$ cat src/rtl/univ_counter_mod.sv
// univ_counter_mod: modulus-M up/down counter with clear, clamped load and wrap pulse
// Ports: clk, reset (sync, active high), clr, load, en, up, d[N-1:0] in;
//        q[N-1:0] registered count, max_tick (q==M-1), min_tick (q==0), wrap (registered pulse).
// Build option: define UNIV_COUNTER_SAT_EN to saturate at the ends instead of wrapping.
module univ_counter_mod #(
  parameter int N = 8,
  parameter int M = 256
) (
  input  logic         clk,
  input  logic         reset,
  input  logic         clr,
  input  logic         load,
  input  logic         en,
  input  logic         up,
  input  logic [N-1:0] d,
  output logic [N-1:0] q,
  output logic         max_tick,
  output logic         min_tick,
  output logic         wrap
);
  localparam logic [N:0] last = (N+1)'(M - 1);
`ifdef UNIV_COUNTER_SAT_EN
  localparam logic sat = 1'b1;
`else
  localparam logic sat = 1'b0;
`endif
  // Count kept one bit wider so M = 2**N never overflows; bit N also feeds the range check.
  logic [N:0] q_r, q_next, dx;
  logic wrap_next, at_top, at_bot, in_range;
  always_comb begin
    dx = {1'b0, d};
    in_range = q_r <= last;
    at_top = q_r == last;
    at_bot = q_r == '0;
    q_next = q_r;
    wrap_next = 1'b0;
    if (clr) q_next = '0;
    else if (load) q_next = dx > last ? last : dx;
    else if (en) begin
      if (!in_range) q_next = up ? '0 : last;
      else if (up) begin
        q_next = at_top ? (sat ? last : '0) : q_r + 1'b1;
        wrap_next = at_top & ~sat;
      end else begin
        q_next = at_bot ? (sat ? '0 : last) : q_r - 1'b1;
        wrap_next = at_bot & ~sat;
      end
    end
  end
  always_ff @(posedge clk) begin
    if (reset) begin
      q_r <= '0;
      wrap <= 1'b0;
    end else begin
      q_r <= q_next;
      wrap <= wrap_next;
    end
  end
  assign q = q_r[N-1:0];
  assign max_tick = at_top;
  assign min_tick = at_bot;
endmodule

$ cat config.mk
export PLATFORM = sky130hd
export DESIGN_NAME = univ_counter_mod
export DESIGN_NICKNAME = d
export VERILOG_FILES = /design/src/rtl/univ_counter_mod.sv
export SDC_FILE = /design/constraint.sdc
export NUM_CORES = 1
export LEC_CHECK = 0
export ABC_AREA = 1
export BUFFER_PORTS_ARGS = -buffer_cell sky130_fd_sc_hd__buf_2
export CAP_MARGIN = 20
export CORE_MARGIN = 2
export CORE_UTILIZATION = 40
export CTS_CLUSTER_SIZE = 30
export DETAILED_ROUTE_END_ITERATION = 12
export PLACE_DENSITY = 0.59
export SETUP_SLACK_MARGIN = 0.4
export SLEW_MARGIN = 10
export SYNTH_ARGS = -nofsm -noshare
export SYNTH_HDL_FRONTEND = slang
export SYNTH_SLANG_ARGS = --single-unit
$ cat constraint.sdc
create_clock -name clk -period 1.88 [get_ports clk]
set_input_delay 0.094 -clock clk [delete_from_list [all_inputs] [get_ports clk]]
set_output_delay 0.094 -clock clk [all_outputs]
set_load 0.05 [all_outputs]
==> results.md <==
* Net switching fraction of the power at between 40 and 50%
* Deepest clock path buffer count at 2
* Final antenna-violating net count at 0
* CTS clk-pin slew, worst paths at 80 ps
* Non-Filler Instances at 229
* Design area at about 1400 sq um
* Pin count of the biggest net entering global routing at 12
* Number of I/O port buffers at 24
* Crit path max-delay cell type: sky130_fd_sc_hd__dfxtp_4
* Cell at the root of the clock tree: sky130_fd_sc_hd__clkbuf_4
* Number of global-route vias before repair at roughly 1100
* Initial core utilization at 42.3%
* Critical path, cell by cell: ha_4 > nand2_4 > nor2_8 > nand3_4 > clkinvlp_4 > buf_8
* Switching power at 289 uW
* Most frequently used flop master after synthesis: sky130_fd_sc_hd__dfxtp_1
* Cells on Worst Hold Path at 4
* Net count of the mapped netlist at 190
* Leading area contributor after synthesis: sky130_fd_sc_hd__dfxtp_1
* Max FO, Critical Path at 5
* Adder-cell share of the synthesized area at 2.39%
* Post-synthesis share of cell area spent on xor and xnor gates at 4.18%
* Number of warnings reported in the yosys synthesis log at 0
* Util after Layout at roughly 55%
* Setup clock skew after layout at 13.9 ps
* Area after DPL at between 1000 and 1500 sq um
* Sink Count at 10
* Layout-stage area growth over the synthesis result at 29.9%
* Count of inserted antenna diode cells at 0
* Total number of placement rows at 18
* Category of the critical setup timing path: flip-flop to primary output
* Most numerous cell types in the synthesized netlist: sky130_fd_sc_hd__nand2_1, sky130_fd_sc_hd__nor2_1, sky130_fd_sc_hd__inv_1
* Initial DRT Pass Iterations at 5
* First-pass GRT wire length at 4.83 mm
* Internal power at 410 uW
* Required time at the worst-slack endpoint at 1790 ps
* Dpl hpwl at 2.17 mm
* Simple-gate area share of the yosys netlist at 48.0%
* Die extent in x at about 55 um
* Height of the die at 55.2 um
* Result of the run: finished clean
* Fraction of the mapped netlist area in compound gates at 9.56%
* Multi-input combinational cell area at around 760 sq um
* Share of synthesized area occupied by flip-flops and latches at 19.1%
* Timing-limited maximum frequency at 0.664 GHz
* Sequential Power Share at 34.7%
* Routed length per placed instance at 13.1 um
* Kind of path behind the tightest hold check: primary input to flip-flop
* Mapped Avg Cell Area at 6.02 sq um
* Die ar. at around 3000 sq um
* CTS H-tree depth at 1
* Total of fill cells in the finished design at 261
* Final Hold Violating Endpoints at 0
* Final worst-path setup slack at 374 ps
* PnR Total Power at about 700 uW
* Post-synthesis instance total at 174
* Maximum Capacitance Violations at 0
* Final worst path period share at between 80% and 90%
* Share of cells above drive strength 1 at between 40 and 50%
* GRT overflow at 0
* GR Util All Layers at 22.4%
* Area share of the leading cell type in the synthesized netlist at between 10% and 20%
* Sort of element at the end of the critical path: primary output
* Wire length after detailed routing at 3.01 mm
* Worst Reg2Reg Path Length in Cells at 10
* Largest family of logic cells by synthesized area: simple AND/OR/NAND/NOR gates
* Share of cell area taken by muxes after synthesis at 0%
* Via total after detailed routing at 1170
* Top Ports at 25
* Largest incremental delay on the critical path at between 400 and 500 ps
* Startpoint class of the critical path: flip-flop
* Final Hold Slack at 92.7 ps
* TritonCTS clock tree: yes
* Transition at the pin with the smallest max-transition slack at approximately 410 ps
* Rel. slew slack at 72.6%
* TNS Setup at 0 ps
* Number of DRC violations after detailed-routing iteration 0 at 28
* EDFF count, synth at 0
* Setup slack at placement at 279 ps
* Reported leakage power at 0.668 nW
* Buffering stage count on the worst path with inverters included at 2
* Core region area at about 2500 sq um
* Number of pins exceeding their max-slew limit in the final report at 0
* Clock period minus worst slack at 1510 ps
* Most frequent cell after synthesis: sky130_fd_sc_hd__nand2_1
* Number of placed cells counting well taps at 215
* Number of clock buffers inserted by TritonCTS at 3
* Mapped cell area at between 1000 and 1500 sq um
* Net count reported at finish at 216
* Share of flip-flops with an asynchronous set or reset after synthesis at 0%
* DRC violation count after routing at 0
* DR vias/cell at a little over 5
* Unrepaired setup endpoints after global routing: true
* Final setup violation count at 0
* Power density over the cells at 514 nW/um^2
* Worst IR drop on VDD at ~0.40 mV
* Register area at 218 sq um
* Largest cells by area after synthesis: sky130_fd_sc_hd__dfxtp_1, sky130_fd_sc_hd__nand2_1, sky130_fd_sc_hd__nor2_1
* Relative contribution of combinational cells to total power at 40.4%
* Weighted congestion reported at the end of routability-driven placement at 1.01
* Portion of total power attributed to the clock network at 24.9%
* Count of different cell masters after synthesis at 30
* Kind of cell with the highest combined delay on the critical path: flip-flops
* Clock latency on the worst-skew pair at between 200 and 300 ps
* Data arrival time at the worst-slack endpoint at 1410 ps
* Number of logic stages on the critical path including buffering at 6
* Yosys reg bits at 10
* Initial antenna violation count at 0
[cell usage in the layout, fill, tap and decap left out, drive strengths merged]
cell | Yosys | final
nand2 | 53 | 53
buf | 14 | 35
nor2 | 30 | 30
inv | 21 | 20
nand3 | 19 | 19
dfxtp | 10 | 10
o21ai | 7 | 7
clkbuf | 0 | 4
a21oi | 4 | 4
xor2 | 3 | 3
nand4 | 2 | 2
a22oi | 2 | 2
xnor2 | 2 | 2
ha | 2 | 2
clkinvlp | 0 | 1
o221ai | 1 | 1
a31oi | 1 | 1
nor3 | 1 | 1
a21boi | 1 | 1
nor4b | 1 | 1
[cells by family after synthesis]
kind of cell,Yosys count
XOR/XNOR,5
flip-flops,10
buffers and inverters,35
adder cells (fa/ha/maj),2
AO/OA/AOI/OAI,16
AND/OR/NAND/NOR,106
[power by group through the flow]
stage | Sequential, mW | Clock, mW | Combinational, mW
2_1_floorplan | 0.237 | 0 | 0.195
3_3_place_gp | 0.247 | 0 | 0.225
3_5_place_dp | 0.248 | 0 | 0.226
4_1_cts | 0.242 | 0.177 | 0.256
5_1_grt | 0.244 | 0.187 | 0.310
6_report | 0.242 | 0.174 | 0.282
[worst paths after layout]
kind                         end           startpoint  slack, ps
max                     max_tick  q_r[0]$_SDFFE_PP0P_        370
min          q_r[6]$_SDFFE_PP0P_                reset         90
max reg2reg  q_r[5]$_SDFFE_PP0P_  q_r[1]$_SDFFE_PP0P_        410
min reg2reg  q_r[3]$_SDFFE_PP0P_  q_r[3]$_SDFFE_PP0P_        530
[worst min-delay path, delay by kind of cell]
kind | cells | cell delay [ps]
AOI/OAI and AO/OA | 1 | 60
and+or+nand+nor | 2 | 100
buffers and inverters | 1 | 80
[final cells by class]
type	count	share of cell area, %
Multi-Input combinational cell	129	56.1
Clock buffer	4	1.93
Sequential cell	10	16.0
Timing Repair Buffer	35	16.4
Inverter	21	6.81
Tap cell	30	2.76
[flip-flops by register name (all words and copies together), names as in the netlist]
| signal | flops |
|---|---|
| q_r | 9 |
| wrap | 1 |
[timing repair]
action / CTS / global route
buffers inserted: 5 / 5
hold buffers: 0 / 0
resized for setup: 19 / 18
pin swaps: 3 / 5
setup endpoints to repair: 10 / 10
[routing by layer]
metal / vias up / share of wire [%] / track usage, % / wire [um]
met5: - / 0 / 0 / 0
met4: 0 / 1.2 / 8.13 / 37
met3: 4 / 4.3 / 5.38 / 130
met2: 36 / 51 / 36.3 / 1530
met1: 540 / 43 / 28.8 / 1310
li1: 590 / - / - / -
Power figures use the tool's default switching activity.
